===== config.mk =====
export PLATFORM = sky130hd
export DESIGN_NAME = doodle_game_engine_flat
export DESIGN_NICKNAME = d
export VERILOG_FILES = /design/src/rtl/doodle_pkg.sv /design/src/rtl/doodle_game_engine_if.sv /design/src/rtl/doodle_lfsr.sv /design/src/rtl/doodle_game_engine.sv /design/src/flat_wrapper.sv
export SDC_FILE = /design/constraint.sdc
export NUM_CORES = 1
export LEC_CHECK = 0
export CAP_MARGIN = 15
export CORE_ASPECT_RATIO = 2
export CORE_UTILIZATION = 28
export CTS_BUF_LIST = sky130_fd_sc_hd__clkbuf_4
export CTS_CLUSTER_SIZE = 8
export DETAILED_ROUTE_END_ITERATION = 10
export SETUP_SLACK_MARGIN = 0.15
export SLEW_MARGIN = 0
export SYNTH_ARGS = -nofsm -noshare
export SYNTH_HDL_FRONTEND = slang
export SYNTH_SLANG_ARGS = --single-unit

===== constraint.sdc =====
create_clock -name clk -period 4.8 [get_ports clk]
set_clock_uncertainty 0.15 [all_clocks]
set_input_delay 0.72 -clock clk [delete_from_list [all_inputs] [get_ports clk]]
set_output_delay 0.72 -clock clk [all_outputs]
set_load 0.1 [all_outputs]

===== src/rtl/doodle_pkg.sv =====
// Shared encodings and default geometry for the Doodle-Jump game core.
package doodle_pkg;

    typedef enum logic [1:0] {
        ST_IDLE = 2'd0,
        ST_RISE = 2'd1,
        ST_FALL = 2'd2,
        ST_OVER = 2'd3
    } game_state_t;

    localparam logic [11:0] BLACK = 12'h000;
    localparam logic [11:0] WHITE = 12'hFFF;
    localparam logic [11:0] RED   = 12'hF00;
    localparam logic [11:0] GREEN = 12'h0F0;

    localparam int DEF_NUM_PLATFORMS = 8;
    localparam int DEF_PLAT_W        = 64;
    localparam int DEF_PLAT_H        = 16;
    localparam int DEF_DOODLE_R      = 10;
    localparam int DEF_H_MIN         = 144;
    localparam int DEF_H_MAX         = 783;
    localparam int DEF_V_MIN         = 35;
    localparam int DEF_V_MAX         = 515;

    // Platform 0 sits directly under the doodle; the rest are staggered upward.
    function automatic logic [9:0] plat_init_x(int idx, int plat0_x, int h_min, int xspan);
        return (idx == 0) ? 10'(plat0_x) : 10'(h_min + ((idx * 173) % xspan));
    endfunction

    function automatic logic [9:0] plat_init_y(int idx, int plat0_y, int spacing);
        return 10'(plat0_y - idx * spacing);
    endfunction

endpackage


===== src/rtl/doodle_game_engine_if.sv =====
// Control inputs, scan position and game outputs of the game core.
interface doodle_game_engine_if;
    logic        game_tick;
    logic        start;
    logic        left;
    logic        right;
    logic [3:0]  tilt_intensity;
    logic [9:0]  hCount;
    logic [9:0]  vCount;
    logic        bright;
    logic [11:0] rgb;
    logic [9:0]  xpos;
    logic [9:0]  ypos;
    logic [15:0] score;
    logic [1:0]  state;
    logic        game_over;

    modport master (
        output game_tick, start, left, right, tilt_intensity, hCount, vCount, bright,
        input  rgb, xpos, ypos, score, state, game_over
    );

    modport slave (
        input  game_tick, start, left, right, tilt_intensity, hCount, vCount, bright,
        output rgb, xpos, ypos, score, state, game_over
    );
endinterface


===== src/rtl/doodle_lfsr.sv =====
// 10-bit Galois LFSR, polynomial x^10 + x^7 + 1, used for platform respawn x.
module doodle_lfsr #(
    parameter logic [9:0] SEED = 10'h1A5
) (
    input  logic       clk,
    input  logic       rst,
    input  logic       en,
    output logic [9:0] value
);

    always_ff @(posedge clk) begin
        if (rst) begin
            value <= SEED;
        end else if (en) begin
            value <= value[0] ? ((value >> 1) ^ 10'h240) : (value >> 1);
        end
    end

endmodule


===== src/rtl/doodle_game_engine.sv =====
// Doodle-Jump game core: jump physics, platform table, scrolling, recycling,
// scoring and registered pixel colour.
//
// state | meaning
// IDLE  | waiting for start, world at initial layout
// RISE  | ascending; scrolls the world once the doodle reaches SCROLL_LINE
// FALL  | descending; lands on the lowest-index platform crossed this tick
// OVER  | fell off the bottom; frozen until start
module doodle_game_engine
    import doodle_pkg::*;
#(
    parameter int NUM_PLATFORMS = DEF_NUM_PLATFORMS,
    parameter int PLAT_W        = DEF_PLAT_W,
    parameter int PLAT_H        = DEF_PLAT_H,
    parameter int DOODLE_R      = DEF_DOODLE_R,
    parameter int H_MIN         = DEF_H_MIN,
    parameter int H_MAX         = DEF_H_MAX,
    parameter int V_MIN         = DEF_V_MIN,
    parameter int V_MAX         = DEF_V_MAX,
    parameter int START_X       = 406,
    parameter int START_Y       = 477,
    parameter int JUMP_HEIGHT   = 120,
    parameter int STEP          = 2,
    parameter int SCROLL_LINE   = 200,
    parameter logic [9:0] LFSR_SEED = 10'h1A5
) (
    input logic clk,
    input logic rst,
    doodle_game_engine_if.slave bus
);

    localparam int SPACING = (V_MAX - V_MIN) / NUM_PLATFORMS;
    localparam int XSPAN   = H_MAX - H_MIN + 1 - PLAT_W;
    localparam int PLAT0_X = START_X - PLAT_W / 2;
    localparam int PLAT0_Y = START_Y + DOODLE_R + 1;

    game_state_t state_q, state_d;
    logic [9:0]  x_q, x_d, y_q, y_d, rise_q, rise_d;
    logic [15:0] score_q, score_d;
    logic [11:0] rgb_q, rgb_d;
    logic [9:0]  px_q [NUM_PLATFORMS];
    logic [9:0]  px_d [NUM_PLATFORMS];
    logic [9:0]  py_q [NUM_PLATFORMS];
    logic [9:0]  py_d [NUM_PLATFORMS];
    logic        init_all;

    logic [9:0]  lfsr, off;
    logic [10:0] x_move;
    logic        hit;
    logic [9:0]  hit_y;
    logic        in_doodle, in_plat;
    logic [11:0] pix;

    doodle_lfsr #(.SEED(LFSR_SEED)) u_lfsr (
        .clk   (clk),
        .rst   (rst),
        .en    (1'b1),
        .value (lfsr)
    );

    // lfsr < 2*XSPAN, so one conditional subtract is a full modulo.
    assign off = (lfsr >= 10'(XSPAN)) ? lfsr - 10'(XSPAN) : lfsr;

    always_comb begin
        x_move = {1'b0, x_q};
        if (bus.right && !bus.left) begin
            x_move = {1'b0, x_q} + {7'd0, bus.tilt_intensity};
            if (x_move > 11'(H_MAX)) x_move = 11'(H_MIN);
        end else if (bus.left && !bus.right) begin
            x_move = {1'b0, x_q} - {7'd0, bus.tilt_intensity};
            if (x_move < 11'(H_MIN)) x_move = 11'(H_MAX);
        end
    end

    // Descending scan so the lowest index is the last (winning) assignment.
    always_comb begin
        hit   = 1'b0;
        hit_y = '0;
        for (int i = NUM_PLATFORMS - 1; i >= 0; i--) begin
            if (({1'b0, y_q} + 11'(DOODLE_R) < {1'b0, py_q[i]}) &&
                ({1'b0, y_q} + 11'(DOODLE_R + STEP) >= {1'b0, py_q[i]}) &&
                ({1'b0, x_q} + 11'(DOODLE_R) >= {1'b0, px_q[i]}) &&
                ({1'b0, x_q} - 11'(DOODLE_R) <= {1'b0, px_q[i]} + 11'(PLAT_W - 1))) begin
                hit   = 1'b1;
                hit_y = py_q[i];
            end
        end
    end

    always_comb begin
        in_doodle = ({1'b0, bus.hCount} + 11'(DOODLE_R) >= {1'b0, x_q}) &&
                    ({1'b0, bus.hCount} <= {1'b0, x_q} + 11'(DOODLE_R)) &&
                    ({1'b0, bus.vCount} + 11'(DOODLE_R) >= {1'b0, y_q}) &&
                    ({1'b0, bus.vCount} <= {1'b0, y_q} + 11'(DOODLE_R));
        in_plat = 1'b0;
        for (int i = 0; i < NUM_PLATFORMS; i++) begin
            if (({1'b0, bus.hCount} >= {1'b0, px_q[i]}) &&
                ({1'b0, bus.hCount} <= {1'b0, px_q[i]} + 11'(PLAT_W - 1)) &&
                ({1'b0, bus.vCount} >= {1'b0, py_q[i]}) &&
                ({1'b0, bus.vCount} <= {1'b0, py_q[i]} + 11'(PLAT_H - 1))) begin
                in_plat = 1'b1;
            end
        end
        pix = BLACK;
        if (!bus.bright)             pix = BLACK;
        else if (state_q == ST_OVER) pix = RED;
        else if (in_doodle)          pix = RED;
        else if (in_plat)            pix = GREEN;
    end

    always_comb begin
        state_d  = state_q;
        x_d      = x_q;
        y_d      = y_q;
        rise_d   = rise_q;
        score_d  = score_q;
        px_d     = px_q;
        py_d     = py_q;
        rgb_d    = pix;
        init_all = 1'b0;
        unique case (state_q)
            ST_IDLE: begin
                if (bus.start) begin
                    state_d = ST_RISE;
                    rise_d  = 10'(JUMP_HEIGHT);
                end
            end
            ST_RISE: begin
                if (bus.game_tick) begin
                    x_d = x_move[9:0];
                    if (y_q > 10'(SCROLL_LINE)) begin
                        y_d = y_q - 10'(STEP);
                    end else begin
                        score_d = (score_q > 16'hFFFF - 16'(STEP)) ? 16'hFFFF : score_q + 16'(STEP);
                        for (int i = 0; i < NUM_PLATFORMS; i++) begin
                            py_d[i] = py_q[i] + 10'(STEP);
                            if ({1'b0, py_q[i]} + 11'(STEP) > 11'(V_MAX)) begin
                                py_d[i] = 10'(V_MIN);
                                px_d[i] = 10'(H_MIN) + off;
                            end
                        end
                    end
                    if (rise_q <= 10'(STEP)) begin
                        rise_d  = '0;
                        state_d = ST_FALL;
                    end else begin
                        rise_d = rise_q - 10'(STEP);
                    end
                end
            end
            ST_FALL: begin
                if (bus.game_tick) begin
                    x_d = x_move[9:0];
                    if (hit) begin
                        y_d     = hit_y - 10'(DOODLE_R + 1);
                        rise_d  = 10'(JUMP_HEIGHT);
                        state_d = ST_RISE;
                    end else begin
                        y_d = y_q + 10'(STEP);
                        if ({1'b0, y_q} + 11'(STEP + DOODLE_R) > 11'(V_MAX)) state_d = ST_OVER;
                    end
                end
            end
            ST_OVER: begin
                if (bus.start) begin
                    init_all = 1'b1;
                    state_d  = ST_IDLE;
                end
            end
        endcase
    end

    always_ff @(posedge clk) begin
        if (rst || init_all) begin
            state_q <= ST_IDLE;
            x_q     <= 10'(START_X);
            y_q     <= 10'(START_Y);
            rise_q  <= '0;
            score_q <= '0;
            rgb_q   <= BLACK;
            for (int i = 0; i < NUM_PLATFORMS; i++) begin
                px_q[i] <= plat_init_x(i, PLAT0_X, H_MIN, XSPAN);
                py_q[i] <= plat_init_y(i, PLAT0_Y, SPACING);
            end
        end else begin
            state_q <= state_d;
            x_q     <= x_d;
            y_q     <= y_d;
            rise_q  <= rise_d;
            score_q <= score_d;
            rgb_q   <= rgb_d;
            px_q    <= px_d;
            py_q    <= py_d;
        end
    end

    assign bus.rgb       = rgb_q;
    assign bus.xpos      = x_q;
    assign bus.ypos      = y_q;
    assign bus.score     = score_q;
    assign bus.state     = state_q;
    assign bus.game_over = (state_q == ST_OVER);

endmodule


===== src/flat_wrapper.sv =====
// flat-port wrapper written by rule: the top's interface ports become plain ports
module doodle_game_engine_flat import doodle_pkg::*;
#(
    parameter int NUM_PLATFORMS = DEF_NUM_PLATFORMS,
    parameter int PLAT_W        = DEF_PLAT_W,
    parameter int PLAT_H        = DEF_PLAT_H,
    parameter int DOODLE_R      = DEF_DOODLE_R,
    parameter int H_MIN         = DEF_H_MIN,
    parameter int H_MAX         = DEF_H_MAX,
    parameter int V_MIN         = DEF_V_MIN,
    parameter int V_MAX         = DEF_V_MAX,
    parameter int START_X       = 406,
    parameter int START_Y       = 477,
    parameter int JUMP_HEIGHT   = 120,
    parameter int STEP          = 2,
    parameter int SCROLL_LINE   = 200,
    parameter logic [9:0] LFSR_SEED = 10'h1A5
)
  (clk, rst, bus_game_tick, bus_start, bus_left, bus_right, bus_tilt_intensity, bus_hCount, bus_vCount, bus_bright, bus_rgb, bus_xpos, bus_ypos, bus_score, bus_state, bus_game_over);
  doodle_game_engine_if bus_i ();
  input logic clk;
  input logic rst;
  input wire logic [$bits(bus_i.game_tick)-1:0] bus_game_tick;
  input wire logic [$bits(bus_i.start)-1:0] bus_start;
  input wire logic [$bits(bus_i.left)-1:0] bus_left;
  input wire logic [$bits(bus_i.right)-1:0] bus_right;
  input wire logic [$bits(bus_i.tilt_intensity)-1:0] bus_tilt_intensity;
  input wire logic [$bits(bus_i.hCount)-1:0] bus_hCount;
  input wire logic [$bits(bus_i.vCount)-1:0] bus_vCount;
  input wire logic [$bits(bus_i.bright)-1:0] bus_bright;
  output wire logic [$bits(bus_i.rgb)-1:0] bus_rgb;
  output wire logic [$bits(bus_i.xpos)-1:0] bus_xpos;
  output wire logic [$bits(bus_i.ypos)-1:0] bus_ypos;
  output wire logic [$bits(bus_i.score)-1:0] bus_score;
  output wire logic [$bits(bus_i.state)-1:0] bus_state;
  output wire logic [$bits(bus_i.game_over)-1:0] bus_game_over;
  assign bus_i.game_tick = bus_game_tick;
  assign bus_i.start = bus_start;
  assign bus_i.left = bus_left;
  assign bus_i.right = bus_right;
  assign bus_i.tilt_intensity = bus_tilt_intensity;
  assign bus_i.hCount = bus_hCount;
  assign bus_i.vCount = bus_vCount;
  assign bus_i.bright = bus_bright;
  assign bus_rgb = bus_i.rgb;
  assign bus_xpos = bus_i.xpos;
  assign bus_ypos = bus_i.ypos;
  assign bus_score = bus_i.score;
  assign bus_state = bus_i.state;
  assign bus_game_over = bus_i.game_over;
  doodle_game_engine #(.NUM_PLATFORMS(NUM_PLATFORMS), .PLAT_W(PLAT_W), .PLAT_H(PLAT_H), .DOODLE_R(DOODLE_R), .H_MIN(H_MIN), .H_MAX(H_MAX), .V_MIN(V_MIN), .V_MAX(V_MAX), .START_X(START_X), .START_Y(START_Y), .JUMP_HEIGHT(JUMP_HEIGHT), .STEP(STEP), .SCROLL_LINE(SCROLL_LINE), .LFSR_SEED(LFSR_SEED)) u_core (.clk(clk), .rst(rst), .bus(bus_i));
endmodule

# Word level (Yosys, flattened, before mapping)
# Index checks and enable logic that the tools add are counted.
# word_totals
ff_bits	230
wordCells	310
# classes
magnitude_cmp	83
bitwise_logic	4
n_eq_ne	11
n_addsub	47
reduce_logical	77
muxes	63
# op_table
op	n
$mux 10	30
$ge 11x10->1	18
$le 10x11->1	18
$ge 10x10->1	16
$add 10x4->11 const B	13
$gt 11x10->1 const B	10
$add 10x2->10 const B	9
$add 10x2->11 const B	8
$add 10x6->11 const B	8
$le 11x11->1	8
$lt 11x10->1	8
$logic_and 1x1->1	53
$reduce_and 4->1	9
$pmux 10 s3	1
$mux 12	2
$pmux 10 s2	1
$sub 10x2->10 const B	2
$mux 1	18
$add 16x2->16 const B	1
$gt 16x16->1 const B	1
$mux 16	1
$mux 2	7
$add 10x4->11	1
$lt 11x8->1 const B	1
other kinds (28)	41

# Longest topological paths before layout
# Gate-level depths: netlist (run 1).
# depth
depth_word	17
ltp_mapped	22
depth_no_buf	20

# Hierarchy
# Synthesis (run 1) repeated with hierarchy kept, for this count alone.
# hier_totals
cells_unflattened	3829
hier_area_um2	30087.6
# modules_own_cells
mod	instances	seq_area_each_um2	cells_per_inst	area_per_inst_um2
doodle_game_engine	1	4184.0	3796	29707.2
doodle_lfsr	1	200.2	33	380.4

# Worst setup path before layout (run 1)
# Ideal clock, no wire load.
# synth_timing
path_kind	register -> register
from	register u_core.x_q[1] (netlist: u_core.bus.xpos[1])
to	register u_core.y_q[6] (netlist: u_core.bus.ypos[6])
synth_period_minus_slack_ns	6.144
setup_slack_ns	-1.344
stages_incl_launch_ff	21
t_arrival_ns	5.859
cell_sequence	dfxtp_1 inv_1 ha_1 nor2b_1 nor4_1 xnor2_1 ha_1 nand4_1 or3_1 a211o_1 a211oi_1 and3_1 clkbuf_1 nor2_1 a221oi_1 o2bb2ai_1 ha_1 o21bai_1 and2_1 xnor2_1 a32oi_1
# synth_via
elab_chain_cells	16
word_cells_on_any_way	54
cone_classes	3 x add/sub; 16 x order compare; 19 x mux; 16 x reduce/logical
# synth_lines
element	line_no	text
start, declared	doodle_game_engine.sv:38	logic [9:0] x_q, x_d, y_q, y_d, rise_q, rise_d;
start signal, assigned	doodle_game_engine.sv:176	x_q <= 10'(START_X);
$add 10x4->11	doodle_game_engine.sv:82	({1'b0, x_q} + 11'(DOODLE_R) >= {1'b0, px_q[i]}) &&
$ge 11x10->1	doodle_game_engine.sv:82	
$logic_and 1x1->1	doodle_game_engine.sv:81	({1'b0, y_q} + 11'(DOODLE_R + STEP) >= {1'b0, py_q[i]}) &&
$logic_and 1x1->1	doodle_game_engine.sv:82	
$mux 10 (8 in a row)	doodle_game_engine.sv:80	if (({1'b0, y_q} + 11'(DOODLE_R) < {1'b0, py_q[i]}) &&
$sub 10x4->10	doodle_game_engine.sv:155	y_d = hit_y - 10'(DOODLE_R + 1);
$mux 10 *	doodle_game_engine.sv:154	if (hit) begin
$mux 10 *	doodle_game_engine.sv:152	if (bus.game_tick) begin
$pmux 10 s2 *	doodle_game_engine.sv:121	unique case (state_q)
end signal, assigned	doodle_game_engine.sv:177	y_q <= 10'(START_Y);
end signal, assigned	doodle_game_engine.sv:188	y_q <= y_d;
end, declared	doodle_game_engine.sv:38	
# Every way passes the cells marked *; elsewhere a longest branch is shown, timed or not. The select of a mux whose other input is x is not followed.
# A chain may end at the register's enable or synchronous reset.

# Worst setup path after layout (run 1)
# layout_timing
from	register u_core.x_q[4] (netlist: u_core.bus.xpos[4])
to	register u_core.y_q[6] (netlist: u_core.bus.ypos[6])
# Same word-level chain as after synthesis.

==> results of run 1 <==
==> layer usage <==
metal / wire length (um) / vias up
li1: - / 15100
met1: 44700 / 15000
met2: 71700 / 1100
met3: 6750 / 679
met4: 20100 / 4
met5: 27 / -
==> logic make-up after synthesis <==
kind of cell	share of synthesized area
XOR/XNOR	0.0668
adder cells (fa/ha/maj)	0.315
AO/OA/AOI/OAI	0.225
other	0.000125
buffers and inverters	0.0489
flip-flops	0.147
multiplexers	0.00803
AND/OR/NAND/NOR	0.190
==> power by group <==
part           internal (mW)  switching [mW]
Combinational           3.38            4.43
Clock                  0.876            1.06
Sequential              1.89          0.0801
==> worst paths after layout <==
path / startpoint / endpoint / slack, ps / depth (start not counted)
worst min register to register: u_core.px_q[58] / u_core.px_q[58] / 340 / 2
worst min-delay path: bus_bright / u_core.bus.rgb[10] / 170 / 3
worst max register to register: u_core.bus.xpos[4] / u_core.bus.ypos[6] / -250 / 23
worst max-delay path: u_core.bus.xpos[4] / u_core.bus.ypos[6] / -250 / 23
==> synth_stat cells (all sizes together) (13+ instances only) <==
cell type,n
or3,26
a2111oi,19
a31oi,40
nand3b,15
nor2b,65
o22ai,19
a211o,17
a21boi,18
buf,25
o311ai,15
nand3,134
or2,13
o2111ai,16
o21a,88
inv,249
nor4,28
nor3,88
o31ai,20
nand4,91
xor2,18
xnor2,210
nor2,292
mux2i,24
a211oi,57
ha,749
a21o,52
o211ai,65
a22oi,13
a21oi,253
o21ai,231
clkbuf,98
and3,32
dfxtp,219
and2,16
nand2,272
nand2b,58
==> worst max-delay path: stages, from the launching register on <==
cell	delay (ps)
dfxtp_2	320
or4_4	570
o31a_1	280
or2_4	300
buf_6	140
ha_4	250
nand4_1	100
or3_1	340
a22oi_2	200
nand4_1	120
buf_4	160
or3_4	330
buf_6	150
buf_4	150
nor2_1	120
buf_4	140
a22oi_1	70
o31a_1	170
buf_4	140
buf_4	130
nor2b_1	130
and2_4	140
xnor2_2	120
a32oi_1	160
==> what timing repair did <==
item	in CTS	in global routing
endpoints found under the setup margin	21	21
cloned	1	1
setup buffers	19	7
gates resized for setup	98	26
pin swaps	44	20
==> registers in the layout, summed over array words and instances, names as in the netlist <==
signal	cells
u_core.rise_q	9
u_core.py_q	80
u_core.bus.rgb	2
u_core.bus.score	16
u_core.bus.xpos	10
u_core.bus.state	2
u_core.bus.ypos	10
u_core.px_q	80
u_core.u_lfsr.value	10
==> area by class of cell <==
type | instances | area (um^2)
Clock inverter | 29 | 160
Fill cell | 11000 | 67900
Timing Repair Buffer | 589 | 5240
Clock buffer | 84 | 631
Multi-Input combinational cell | 3197 | 24900
Tap cell | 1368 | 1710
Inverter | 252 | 953
Sequential cell | 219 | 4430
Antenna cell | 2 | 5.00
==> stage by stage <==
stage,hold WS (ps),cell area [um^2],setup TNS [ps]
after floorplan,295,30200,-551
after global placement,309,36400,-2890
after detailed placement,315,36400,-2850
after CTS,145,37800,-1580
after global routing,92.8,38000,-3970
final,169,38000,-1720
==> run summary, run 1 <==
Status: finished with violations
Violated checks: setup timing
Top_reg_cell synth: dfxtp_1
WL/cell: 25.0 um
Clock Sinks: 219
Dpl ws: -404 ps
Ys async rst share: 0
Core Rows: 169
Port Buffers: 77
Post-layout nets: 5,102
Fin cells: 5,740
Final Wtd Congestion: 1.04
Total Routed Length: 143,000 um
Reg clk slew, reported paths: 80 ps
First-pass GRT wire length: 207,000 um
Die height: 464 um
Worst-case clock buffer depth: 3
Max_slew headroom: 0.188
Io pins: 82
Slew @ Worst Pin: 1220 ps
Post-synth EDFFs: 0
Worst Setup End Kind: register
Mapped Area: 0.0299 mm^2
Worst EP arrival: 5780 ps
Setup crit start kind: register
RSZ-0062 raised after global routing: yes
Global route total overflow: 0
Via density: 5.56
Seq/Total Area, Yosys: 0.147
Final hold violations: 0
WS Path Type: reg2reg
Final worst-path cycle share: 1.05
Met2 Use GR: 0.475
Initial Util: 0.282
Pre-antenna DRT Iters: 7
CTS Root Cell: clkbuf_4
Post-synthesis cell type count: 83
VDD IR max: 0.257 mV
Final ANT Viol Nets: 0
Total power: 11.7 mW
Yosys top cell by area: ha_1
Area Growth Syn to Fin: 27.0%
Largest net degree at the start of global routing: 66
Residual DRC count: 0
PnR worst setup slack: -253 ps
Setup violators final: 9
Global-route usage over all layers: 0.263
Full die area: 0.108 mm^2
Most frequent cells in the layout: ha_1, buf_4, nor2_1
CP required: 5520 ps
Vias post-DR: 31,900
DP HPWL: 113,000 um
Post-Synthesis Cells: 3,787
Initial antenna violation count: 4
CTS Hold Bufs: 0
Final design utilization: 0.359
Hold crit path type: in2reg
Met1 GRT Util: 0.223
Mapped Avg Cell Area: 7.90 um^2
Layout cells sized above 1: 0.176
Number of global-route vias before repair: 32,900
CTS H-tree depth: 2
Gr busiest metal: met2
Worst skew pair latency: 1060 ps
Synth top area share: 0.313
Cell count after placement: 5,597
Pleak: 17.1 nW
Most common cell after layout, fill and taps aside: ha_1
Die X: 233 um
Initial DRC count: 1,591
Core footprint: 0.106 mm^2
Slew Limit Fails: 0
TritonCTS Buffers: 61
Final min period: 5050 ps
CTS tree: built
Synth Register Bits: 219
GR Layer Usage met3: 0.0429
Ys Warns: 0
Fmax: 0.198 GHz
P per Cell Area: 308 mW/mm^2
Max-cap viol count: 0
CP max FO: 5
Area contributors post-synth: ha_1, dfxtp_1, xnor2_1
No activity file was read; power rests on OpenSTA's default activity.
==> inputs of run 2 (changes only) <==
- ABC_AREA: not set -> 0
- SLEW_MARGIN: 0 -> not set
==> results of run 2 <==
Same layout as run 1: the final DEF is identical, and so are final timing and power.
